File: src/rtl/rx_ds_pkg.sv
// Shared definitions for the DS-SE receive character path:
// sequencer states, control codes, error codes and the NULL hunt pattern.
package rx_ds_pkg;

  typedef enum logic [2:0] {
    ST_HUNT     = 3'd0,
    ST_RUN_HEAD = 3'd1,
    ST_RUN_CTRL = 3'd2,
    ST_RUN_DATA = 3'd3,
    ST_ERROR    = 3'd4
  } rx_state_e;

  localparam logic [1:0] CODE_FCT  = 2'b00;
  localparam logic [1:0] CODE_EOP1 = 2'b01;
  localparam logic [1:0] CODE_EOP2 = 2'b10;
  localparam logic [1:0] CODE_ESC  = 2'b11;

  localparam logic [2:0] ERR_NONE    = 3'd0;
  localparam logic [2:0] ERR_PARITY  = 3'd1;
  localparam logic [2:0] ERR_ESC     = 3'd2;
  localparam logic [2:0] ERR_OVERRUN = 3'd3;
  localparam logic [2:0] ERR_DISC    = 3'd4;

  // Bit 7 is the oldest bit: ESC (P,1,1,1) then FCT (0,1,0,0); ESC parity is don't-care.
  localparam logic [7:0] NULL_PATTERN = 8'b0111_0100;
  localparam logic [7:0] NULL_MASK    = 8'b0111_1111;

endpackage

File: src/rtl/rx_disc_timer.sv
// Disconnect watchdog: down-counter reloaded on every kick (or while idle);
// timeout flags the cycle whose edge completes DISC_CYCLES quiet cycles.
module rx_disc_timer #(
  parameter int DISC_CYCLES = 300,
  parameter int DISC_W      = 9
) (
  input  logic clk_sys,
  input  logic rst,
  input  logic run,
  input  logic kick,
  output logic timeout
);

  localparam logic [DISC_W-1:0] LOAD = DISC_W'(DISC_CYCLES - 1);

  logic [DISC_W-1:0] cnt_q, cnt_d;

  always_comb begin
    cnt_d = cnt_q;
    if (!run || kick) begin
      cnt_d = LOAD;
    end else if (cnt_q != '0) begin
      cnt_d = cnt_q - DISC_W'(1);
    end
  end

  assign timeout = run & ~kick & (cnt_q == '0);

  always_ff @(posedge clk_sys or posedge rst) begin
    if (rst) begin
      cnt_q <= LOAD;
    end else begin
      cnt_q <= cnt_d;
    end
  end

endmodule

File: src/rtl/rx_char_ctl.sv
// Receive character sequencer: NULL hunt, character parse, parity/escape
// checks and the valid/ready delivery register.
//   state    | meaning
//   HUNT     | sliding pair history, waiting for the first NULL
//   RUN_HEAD | expecting parity + flag pair
//   RUN_CTRL | expecting the 2-bit control code
//   RUN_DATA | collecting four data pairs
//   ERROR    | sticky until rxEnable drops or reset
module rx_char_ctl
  import rx_ds_pkg::*;
#(
  parameter int DISC_CYCLES = 300,
  parameter int DISC_W      = 9
) (
  input  logic       rxClk,
  input  logic       rxReset,
  input  logic       rxEnable,
  input  logic [1:0] dq,
  input  logic       dqValid,
  output logic [8:0] rxData,
  output logic       rxValid,
  input  logic       rxReady,
  output logic       fctPulse,
  output logic       nullSeen,
  output logic       linkErr,
  output logic [2:0] errCode
);

  rx_state_e  state_q, state_d;
  logic [5:0] hist_q, hist_d;
  logic       acc_q, acc_d;
  logic       esc_q, esc_d;
  logic [1:0] pcnt_q, pcnt_d;
  logic [7:0] shift_q, shift_d;
  logic [8:0] data_q, data_d;
  logic       valid_q, valid_d;
  logic       fct_q, fct_d;
  logic       null_q, null_d;
  logic       link_err_q, link_err_d;
  logic [2:0] err_q, err_d;

  logic [7:0] hist_shift;
  logic [7:0] byte_shift;
  logic       deliver;
  logic [8:0] char_new;
  logic       parity_err, esc_err, ovr_err;
  logic       timer_run, timeout;

  assign hist_shift = {hist_q, dq[0], dq[1]};
  assign byte_shift = {dq[1], dq[0], shift_q[7:2]};
  assign timer_run  = rxEnable & (state_q inside {ST_RUN_HEAD, ST_RUN_CTRL, ST_RUN_DATA});

  rx_disc_timer #(
    .DISC_CYCLES(DISC_CYCLES),
    .DISC_W     (DISC_W)
  ) u_disc_timer (
    .clk_sys(rxClk),
    .rst    (rxReset),
    .run    (timer_run),
    .kick   (dqValid),
    .timeout(timeout)
  );

  always_comb begin
    state_d    = state_q;
    hist_d     = hist_q;
    acc_d      = acc_q;
    esc_d      = esc_q;
    pcnt_d     = pcnt_q;
    shift_d    = shift_q;
    data_d     = data_q;
    valid_d    = valid_q;
    fct_d      = 1'b0;
    null_d     = null_q;
    link_err_d = link_err_q;
    err_d      = err_q;
    deliver    = 1'b0;
    char_new   = '0;
    parity_err = 1'b0;
    esc_err    = 1'b0;
    ovr_err    = 1'b0;

    if (!rxEnable) begin
      state_d    = ST_HUNT;
      hist_d     = '0;
      acc_d      = 1'b0;
      esc_d      = 1'b0;
      valid_d    = 1'b0;
      null_d     = 1'b0;
      link_err_d = 1'b0;
      err_d      = ERR_NONE;
    end else begin
      if (valid_q && rxReady) valid_d = 1'b0;

      case (state_q)
        ST_HUNT: begin
          if (dqValid) begin
            hist_d = hist_shift[5:0];
            if ((hist_shift & NULL_MASK) == NULL_PATTERN) begin
              state_d = ST_RUN_HEAD;
              null_d  = 1'b1;
              acc_d   = ^CODE_FCT;
              esc_d   = 1'b0;
            end
          end
        end
        ST_RUN_HEAD: begin
          if (dqValid) begin
            parity_err = (acc_q ^ dq[0] ^ dq[1]) != 1'b1;
            acc_d      = 1'b0;
            pcnt_d     = 2'd0;
            state_d    = dq[1] ? ST_RUN_CTRL : ST_RUN_DATA;
          end
        end
        ST_RUN_CTRL: begin
          if (dqValid) begin
            acc_d   = acc_q ^ dq[0] ^ dq[1];
            state_d = ST_RUN_HEAD;
            if (esc_q) begin
              if (dq == CODE_FCT) esc_d = 1'b0;
              else                esc_err = 1'b1;
            end else begin
              case (dq)
                CODE_ESC:  esc_d = 1'b1;
                CODE_FCT:  fct_d = 1'b1;
                CODE_EOP1: begin deliver = 1'b1; char_new = 9'h100; end
                default:   begin deliver = 1'b1; char_new = 9'h101; end
              endcase
            end
          end
        end
        ST_RUN_DATA: begin
          if (dqValid) begin
            acc_d   = acc_q ^ dq[0] ^ dq[1];
            shift_d = byte_shift;
            pcnt_d  = pcnt_q + 2'd1;
            if (pcnt_q == 2'd3) begin
              state_d = ST_RUN_HEAD;
              if (esc_q) begin
                esc_err = 1'b1;
              end else begin
                deliver  = 1'b1;
                char_new = {1'b0, byte_shift};
              end
            end
          end
        end
        ST_ERROR: valid_d = 1'b0;
        default:  state_d = ST_HUNT;
      endcase

      // A pending character that is not being taken this cycle cannot be overwritten.
      if (deliver) begin
        if (valid_q && !rxReady) begin
          ovr_err = 1'b1;
        end else begin
          data_d  = char_new;
          valid_d = 1'b1;
        end
      end

      if (timeout || parity_err || esc_err || ovr_err) begin
        state_d    = ST_ERROR;
        link_err_d = 1'b1;
        valid_d    = 1'b0;
        fct_d      = 1'b0;
        if (timeout)         err_d = ERR_DISC;
        else if (parity_err) err_d = ERR_PARITY;
        else if (esc_err)    err_d = ERR_ESC;
        else                 err_d = ERR_OVERRUN;
      end
    end
  end

  always_ff @(posedge rxClk or posedge rxReset) begin
    if (rxReset) begin
      state_q    <= ST_HUNT;
      hist_q     <= '0;
      acc_q      <= 1'b0;
      esc_q      <= 1'b0;
      pcnt_q     <= '0;
      shift_q    <= '0;
      data_q     <= '0;
      valid_q    <= 1'b0;
      fct_q      <= 1'b0;
      null_q     <= 1'b0;
      link_err_q <= 1'b0;
      err_q      <= ERR_NONE;
    end else begin
      state_q    <= state_d;
      hist_q     <= hist_d;
      acc_q      <= acc_d;
      esc_q      <= esc_d;
      pcnt_q     <= pcnt_d;
      shift_q    <= shift_d;
      data_q     <= data_d;
      valid_q    <= valid_d;
      fct_q      <= fct_d;
      null_q     <= null_d;
      link_err_q <= link_err_d;
      err_q      <= err_d;
    end
  end

  assign rxData   = data_q;
  assign rxValid  = valid_q;
  assign fctPulse = fct_q;
  assign nullSeen = null_q;
  assign linkErr  = link_err_q;
  assign errCode  = err_q;

endmodule

File: config.mk
export PLATFORM = sky130hd
export DESIGN_NAME = rx_char_ctl
export DESIGN_NICKNAME = d
export VERILOG_FILES = /design/src/rtl/rx_ds_pkg.sv /design/src/rtl/rx_disc_timer.sv /design/src/rtl/rx_char_ctl.sv
export SDC_FILE = /design/constraint.sdc
export NUM_CORES = 1
export LEC_CHECK = 0
export BUFFER_PORTS_ARGS = -buffer_cell sky130_fd_sc_hd__buf_2
export CAP_MARGIN = 20
export CORE_UTILIZATION = 63
export DETAILED_ROUTE_END_ITERATION = 8
export PLACE_DENSITY = 0.84
export SETUP_SLACK_MARGIN = 0.05
export SLEW_MARGIN = 20
export SYNTH_ARGS = -nofsm -noshare
export SYNTH_HDL_FRONTEND = slang
export SYNTH_HIERARCHICAL = 1
export SYNTH_SLANG_ARGS = --single-unit
File: constraint.sdc
create_clock -name rxClk -period 3.8 [get_ports rxClk]
set_input_delay 0.38 -clock rxClk [delete_from_list [all_inputs] [get_ports rxClk]]
set_output_delay 0.38 -clock rxClk [all_outputs]
set_load 0.01 [all_outputs]
==> run metrics, run 1 <==
# clock sinks 43; clk root buf clkbuf_4; Cell variety after synth 51; Max-Slew Margin vs Limit about 60%; Levels on crit path 4; vias 1654; via/cell ratio 5.82; Num CTS Buffers 5; ANT cells 0; worst hold-check path type primary input to register; GRT Overall Usage 24.4%; final net count 250; crit-path max FO 19; WHS Endpoint shift_q[6]$_DFFE_PP0P_; crit path kind register to register; largest stage delay on the critical path 0.70 ns; final total negative setup slack 0 ns; Max-Cap Viols 0; Die ar. roughly 3800 um^2; Pwr Density 315 nW/um^2; largest net degree at the start of global routing 35; Placer Congestion between 0.8 and 0.9; RSZ-0062 raised after global routing no; Syn Inst Count ~220; first-pass GRT wire length 6710 um; Port Buffers 22; FF-to-FF Start state_q[1]$_DFFE_PP0P_; vias in the first global route roughly 1500; P_leak ~0.0012 uW; worst reg2reg path depth 4; Syn Std Cell Area 2260 um^2; share of layout cells above drive strength 1 between 20% and 30%; Chip Height 61.9 um; H-tree depth 2; final worst path period share about three fifths; initial antenna violation count 0; R2R Path End rxData[7]$_DFFE_PP0P_; I/O pin count 23; critical-path cell list nand4bb_1 -> nor4b_4 -> nand2_4 -> mux2_4; routed len/inst 14.6 um; CTS clk-pin slew, worst paths 0.12 ns; Setup crit end kind register; VDD IR-drop max 0.225 mV; Synth warnings 6; Final setup viols 0; CP max stage cell dfrtp_1; starting DRC count in detailed routing 99; CP Data Required Time 4.05 ns; Die Wd 61.9 um; DRC violations left 0; CP top delay family simple AND/OR/NAND/NOR gates; synthesized area per cell 10.4 um^2; worst-margin pin slew 0.594 ns; post-layout min period 2.21 ns; Post-Route WL roughly 4200 um; HPWL after DPL 3060 um; hold path cells 2; CTS Buffer Depth 2; Pre-Repair DR Iteration Count 4; Worst Hold Launch dq[0]; core area 3390 um^2; Final ANT Viol Nets 0; status finished, final reports clean; syn_nets around 230; Initial Util 66.7%; Rows 21; sequential fraction of the synthesis area 47.9%; Worst-Skew Late Latency 0.35 ns; Slew Limit Fails 0; Filler cells 260; Final Hold Viols 0; Multi-input gate area 1100 um^2; GR Overflow Total 0; commonest non-fill, non-tap cell in the layout dfrtp_1; Sequential Area about 1100 um^2; R2R Setup Slk 1.59 ns; FF+latch count, synth 43; Setup Skew 0.0169 ns; buffers plus inverters on the worst setup path 0; startpoint type of the worst setup path register; WP data arrival 2.46 ns; Layout area overhead 9.24%; Layout Utilization 72.9%; leading cell types in the layout, fill and taps excluded 38 x dfrtp_1, 22 x buf_2, 18 x nor2_1; CTS tree built; highest clock rate 452 MHz
area by class of cell:
class	instances	share of cell area (%)
multi-input cells	155	44.4
repair buffers	24	5.17
clock inverters	1	1.22
well taps	46	2.33
clock buffers	6	1.67
flip-flops and latches	43	43.8
inverters	9	1.37
repair_timing:
action,4_1_cts,5_1_grt
gates resized for setup,0,0
hold buffers,1,0
endpoints found under the hold margin,4,0
setup buffers,0,0
per-stage QoR:
stage / setup slack (ns) / cell area [um^2] / total power [uW] / hold WS, ns / cells
after global placement: 1.66 / 2390 / 513 / 0.358 / 276
after floorplan: 1.87 / 2260 / 499 / 0.204 / 217
final: 1.59 / 2470 / 778 / 0.354 / 284
after detailed placement: 1.60 / 2390 / 514 / 0.363 / 276
after CTS: 1.62 / 2470 / 785 / 0.342 / 284
after global routing: 1.40 / 2470 / 803 / 0.345 / 284
power breakdown:
part	total (uW)	switching, uW	leakage [uW]	internal (uW)
sequential	464	2.62	0.000580	461
clock	272	136	0.0000383	136
combinational	41.9	28.3	0.000583	13.6
synthesized netlist by cell type (all sizes together):
library cell | count | share of area, %
dfrtp | 38 | 42
o211ai | 1 | 0.33
nor4 | 5 | 1.4
buf | 4 | 1.1
mux2 | 9 | 5.0
ha | 5 | 2.8
nor3b | 1 | 0.33
mux2i | 5 | 2.2
a21o | 7 | 2.3
nand4 | 1 | 0.28
a2111o | 1 | 0.50
and4 | 6 | 2.3
and3b | 1 | 0.39
nand2 | 15 | 2.8
a311oi | 1 | 0.39
inv | 9 | 1.5
o21a | 2 | 0.66
and3 | 3 | 0.83
and4b | 1 | 0.44
dfstp | 5 | 5.8
nor2b | 3 | 0.83
nor2 | 18 | 3.0
a211oi | 2 | 0.66
a31oi | 4 | 1.1
nand3b | 2 | 0.66
nand3 | 5 | 1.1
o31ai | 2 | 0.66
or2 | 1 | 0.28
or4 | 2 | 0.66
or3 | 4 | 1.1
and4bb | 1 | 0.72
nand2b | 9 | 2.5
and2 | 1 | 0.28
nor4b | 3 | 2.1
o21ai | 10 | 2.2
xnor2 | 6 | 2.3
a21oi | 9 | 2.2
o41a | 1 | 0.50
clkbuf | 6 | 1.0
or4b | 1 | 0.44
nor3 | 6 | 1.8
nand4bb | 1 | 0.50
worst register-to-register path: stages, from the launching register on:
cell,delay (ns)
dfrtp_1,0.70
nand4bb_1,0.40
nor4b_4,0.52
nand2_4,0.16
mux2_4,0.32
flip-flops by register name (all words and copies together), names as in the netlist:
signal and count:
nullSeen 1, acc_q 1, hist_q 5, shift_q 6
esc_q 1, fctPulse 1, errCode 3, u_disc_timer/cnt_q 9
linkErr 1, pcnt_q 2, rxValid 1, rxData 9
state_q 3
how the worst max path moves through the flow:
stage,startpoint,to,slack [ns]
after floorplan,state_q[0]$_DFFE_PP0P_,rxValid$_DFF_PP0_,1.87
after global placement,rxEnable,rxValid$_DFF_PP0_,1.66
after detailed placement,rxEnable,rxValid$_DFF_PP0_,1.60
after CTS,state_q[1]$_DFFE_PP0P_,rxData[6]$_DFFE_PP0P_,1.62
after global routing,state_q[1]$_DFFE_PP0P_,rxData[7]$_DFFE_PP0P_,1.40
final,state_q[1]$_DFFE_PP0P_,rxData[7]$_DFFE_PP0P_,1.59
routing by layer:
layer  up-vias  wire length, um  global-route usage (%)
met5         -                0                       0
met1       782             2010                    34.0
li1        824                -                       -
met2        40             1930                    38.2
met3         8              143                    4.35
met4         0               68                    9.52
kinds of logic after synthesis:
family                     Yosys count  synth area share, %
AOI/OAI and AO/OA                   40                 11.5
xor gates and xnor gates             6                 2.32
adders and majority gates            5                 2.77
buffers and inverters               19                 3.60
DFF                                 43                 47.9
muxes                               14                 7.19
and+or+nand+nor                     90                 24.7
Power figures use the tool's default switching activity.
==> run 2, diff against run 1 <==
Settings changed: ABC_AREA set to 1, CORE_UTILIZATION 63 to 58, PLACE_DENSITY 0.84 to 0.79.
Clock period 3.8 ns to 2.1 ns, I/O delays scaled along.
==> run 2 against run 1 <==
Effect of this change: register-to-register slack worse by 1.3 ns; power grew to 3.2 times the previous value; critical path type unchanged; design area is 5.6% higher; combinational power grew to 17 times the previous value; cell count is 31% higher; clock power is 140% higher; die area is 10% higher.
==> run metrics, run 2 <==
FFs w/ async S/R, synth 100% (unchanged); post-layout min period 1.86 ns (-0.355 ns); Post-DP Area 2480 um^2 (+4.0%); CTS clk-pin slew, worst paths 0.08 ns (-0.04 ns); vias 1908 (+15%); highest clock rate 539 MHz (+19%); Post-Synth Simple-Gate Area 30.1% (+5.3 points); number of post-CTS setup repair buffers 0 (unchanged); Final setup viols 0 (unchanged); worst-margin pin slew 0.423 ns (-0.171 ns); synthesized area per cell 7.92 um^2 (-24%); core area 3740 um^2 (+10%); startpoint type of the worst setup path register; via/cell ratio 5.14 (-12%); Worst-Skew Late Latency 0.30 ns (-0.05 ns); Final ANT Viol Nets 0 (unchanged); GRT Overall Usage 25.2% (+0.78 points); Syn Std Cell Area 2300 um^2 (+1.9%); Port Buffers 22 (unchanged); CTS Buffer Depth 2 (unchanged); CP Data Required Time 2.28 ns (-1.77 ns); main combinational cell family by area after synthesis simple AND/OR/NAND/NOR gates; first-pass GRT wire length 7910 um (+18%); WP data arrival 2.03 ns (-0.43 ns); P_leak 0.00140 uW (+16%); sequential fraction of the synthesis area 47.0% (-0.91 points); Cells after DPL 362 (+31%); clock network fraction of design power 25.5% (-9.4 points); Int Pwr 1650 uW (+170%); Sequential Area 1080 um^2 (unchanged); DRC violations left 0 (unchanged); leading cell types in the layout, fill and taps excluded 64 x nand2_1, 48 x inv_1, 38 x dfrtp_1; Rows 22 (+4.8%); Synth warnings 6 (unchanged); Cell variety after synth 31 (-39%); largest net degree at the start of global routing 35 (unchanged); top sig layer met4; commonest non-fill, non-tap cell in the layout nand2_1; Post-Route WL 4510 um (+8.6%); worst hold-check path type primary input to register; crit path kind register to register; Die ar. 4230 um^2 (+10%); HPWL after DPL 3300 um (+7.8%); largest cells by area after synthesis dfrtp_1 41%, nand2_1 10%, inv_1 7.8%; routed len/inst 12.2 um (-17%); Chip Height 65.0 um (+5.1%); Setup Skew 0.00421 ns (-0.0127 ns); RSZ-0062 raised after global routing no; Placer Congestion 0.946 (+5.5%); post-synthesis mux area share 0.977% (-6.2 points); final instance area 2610 um^2 (+5.6%); Initial Util 61.6% (-5.1 points); Synth Flop Type dfrtp_1; GR Overflow Total 0 (unchanged); routed length on met1 2190 um (+9.4%); Yosys top cell by area dfrtp_1; final worst path period share 88.4% (+30 points); Pre-Repair DR Iteration Count 4 (unchanged); Slew Limit Fails 0 (unchanged); Die Wd 65.0 um (+5.1%); Seq pwr share 45.8% (-14 points); Layout area overhead 13.1%; starting DRC count in detailed routing 126 (+27%); met2 WL post-DR 2080 um (+7.5%); share of layout cells above drive strength 1 19.2% (-2.2 points); Final Worst Setup Slack 0.244 ns (-1.35 ns); Compound-Gate Fraction of Synth Area 9.61% (-1.9 points); Yosys top cell area share 41.3% (-0.80 points); VDD IR-drop max 0.636 mV (+180%); switching share of power 34.7% (+13 points); Pwr Density 968 nW/um^2 (+210%); status finished, final reports clean; Hold WS 0.239 ns (-0.115 ns); Final Hold Viols 0 (unchanged); Syn Inst Count 291 (+34%); top-count cell post-synth nand2_1; Adder-Cell Fraction of Synth Area 2.71% (-0.053 points); FF+latch count, synth 43 (unchanged); pre-CTS setup slack 0.273 ns (-1.33 ns); NetSw 876 uW (+420%); final net count 334 (+34%); Num CTS Buffers 5 (unchanged); met3 wire length 195 um (+36%); Max-Slew Margin vs Limit 71.8% (+12 points); # clock sinks 43 (unchanged); Synth top cells by count 64 x nand2_1, 48 x inv_1, 38 x dfrtp_1; Filler cells 297 (+14%); Multi-input gate area 1000 um^2 (-8.9%); xor and xnor fraction of the mapped netlist area 0% (-2.3 points); Post-synth EDFFs 0 (unchanged); logic gate share of total power 28.7% (+23 points); Max-Cap Viols 0 (unchanged); Non-Filler Instances 371 (+31%); clk root buf clkbuf_8; vias in the first global route 1830 (+24%); CTS tree built; final total negative setup slack 0 ns (unchanged); H-tree depth 2 (unchanged); crit-path max FO 7 (-12); initial antenna violation count 0 (unchanged); Setup crit end kind register; ANT cells 0 (unchanged); I/O pin count 23 (unchanged); syn_nets 303 (+32%)
## run 2: layout make-up
cell class                 instances  area share (%)
clock buffer                       5            2.64
clock inverter                     3            1.68
inverter                          52            7.49
multi-input combinational        192            38.3
sequential                        43            41.5
tap                               48            2.30
timing repair buffer              28            6.05
## run 2: power groups by stage
stage	Combinational (uW)	Clock (uW)	Sequential, uW
final	725	643	1160
after global routing	835	695	1180
after CTS	729	658	1160
after detailed placement	720	0	1170
after global placement	706	0	1160
after floorplan	450	0	1210
## run 2: per-layer routing
metal  track usage [%]  vias up
met5                 0        -
met4              12.2        0
met3              4.23        4
met2              39.7       41
met1              33.7      870
li1                  -      993
## run 2: what timing repair did
| item | CTS | global route |
|---|---|---|
| hold buffers | 1 | 0 |
| hold endpoints to repair | 4 | 0 |
| gates resized for setup | 0 | 0 |
## run 2: worst max-delay path: stages, from the launching register on
cell,delay (ns)
dfstp_2,0.53
inv_1,0.07
ha_1,0.27
nand2_2,0.12
nor2_4,0.05
nand2_4,0.11
nor2_8,0.05
inv_1,0.10
nand3_1,0.10
nor2_1,0.22
o21ai_0,0.11
## run 2: through the flow
stage / util [%] / total power (uW)
floorplan: - / 1660
global placement: 66.4 / 1870
detailed placement: 66.4 / 1890
CTS: 69.7 / 2540
global route: 69.7 / 2710
finish: 69.7 / 2530
## run 2: path summary, 6_finish.rpt
path	startpoint	end	slack, ns	cells past startpoint
setup / recovery	u_disc_timer/cnt_q[0]$_DFFE_PP1N_	errCode[0]$_DFFE_PP0P_	0.24	10
hold / removal	dq[0]	rxData[6]$_DFFE_PP0P_	0.24	3
setup reg to reg	u_disc_timer/cnt_q[0]$_DFFE_PP1N_	errCode[0]$_DFFE_PP0P_	0.24	10
hold reg to reg	u_disc_timer/cnt_q[0]$_DFFE_PP1N_	u_disc_timer/cnt_q[0]$_DFFE_PP1N_	0.48	2
max in group asynchronous	rxReset	esc_q$_DFFE_PP0P_	1.25	4
min in group asynchronous	rxReset	u_disc_timer/cnt_q[2]$_DFFE_PP0N_	0.42	3
## run 2: logic make-up after synthesis
family / count (synthesis)
compound gates: 42
fa+ha+maj: 5
buf+inv: 56
flops: 43
mux: 2
simple gates: 143
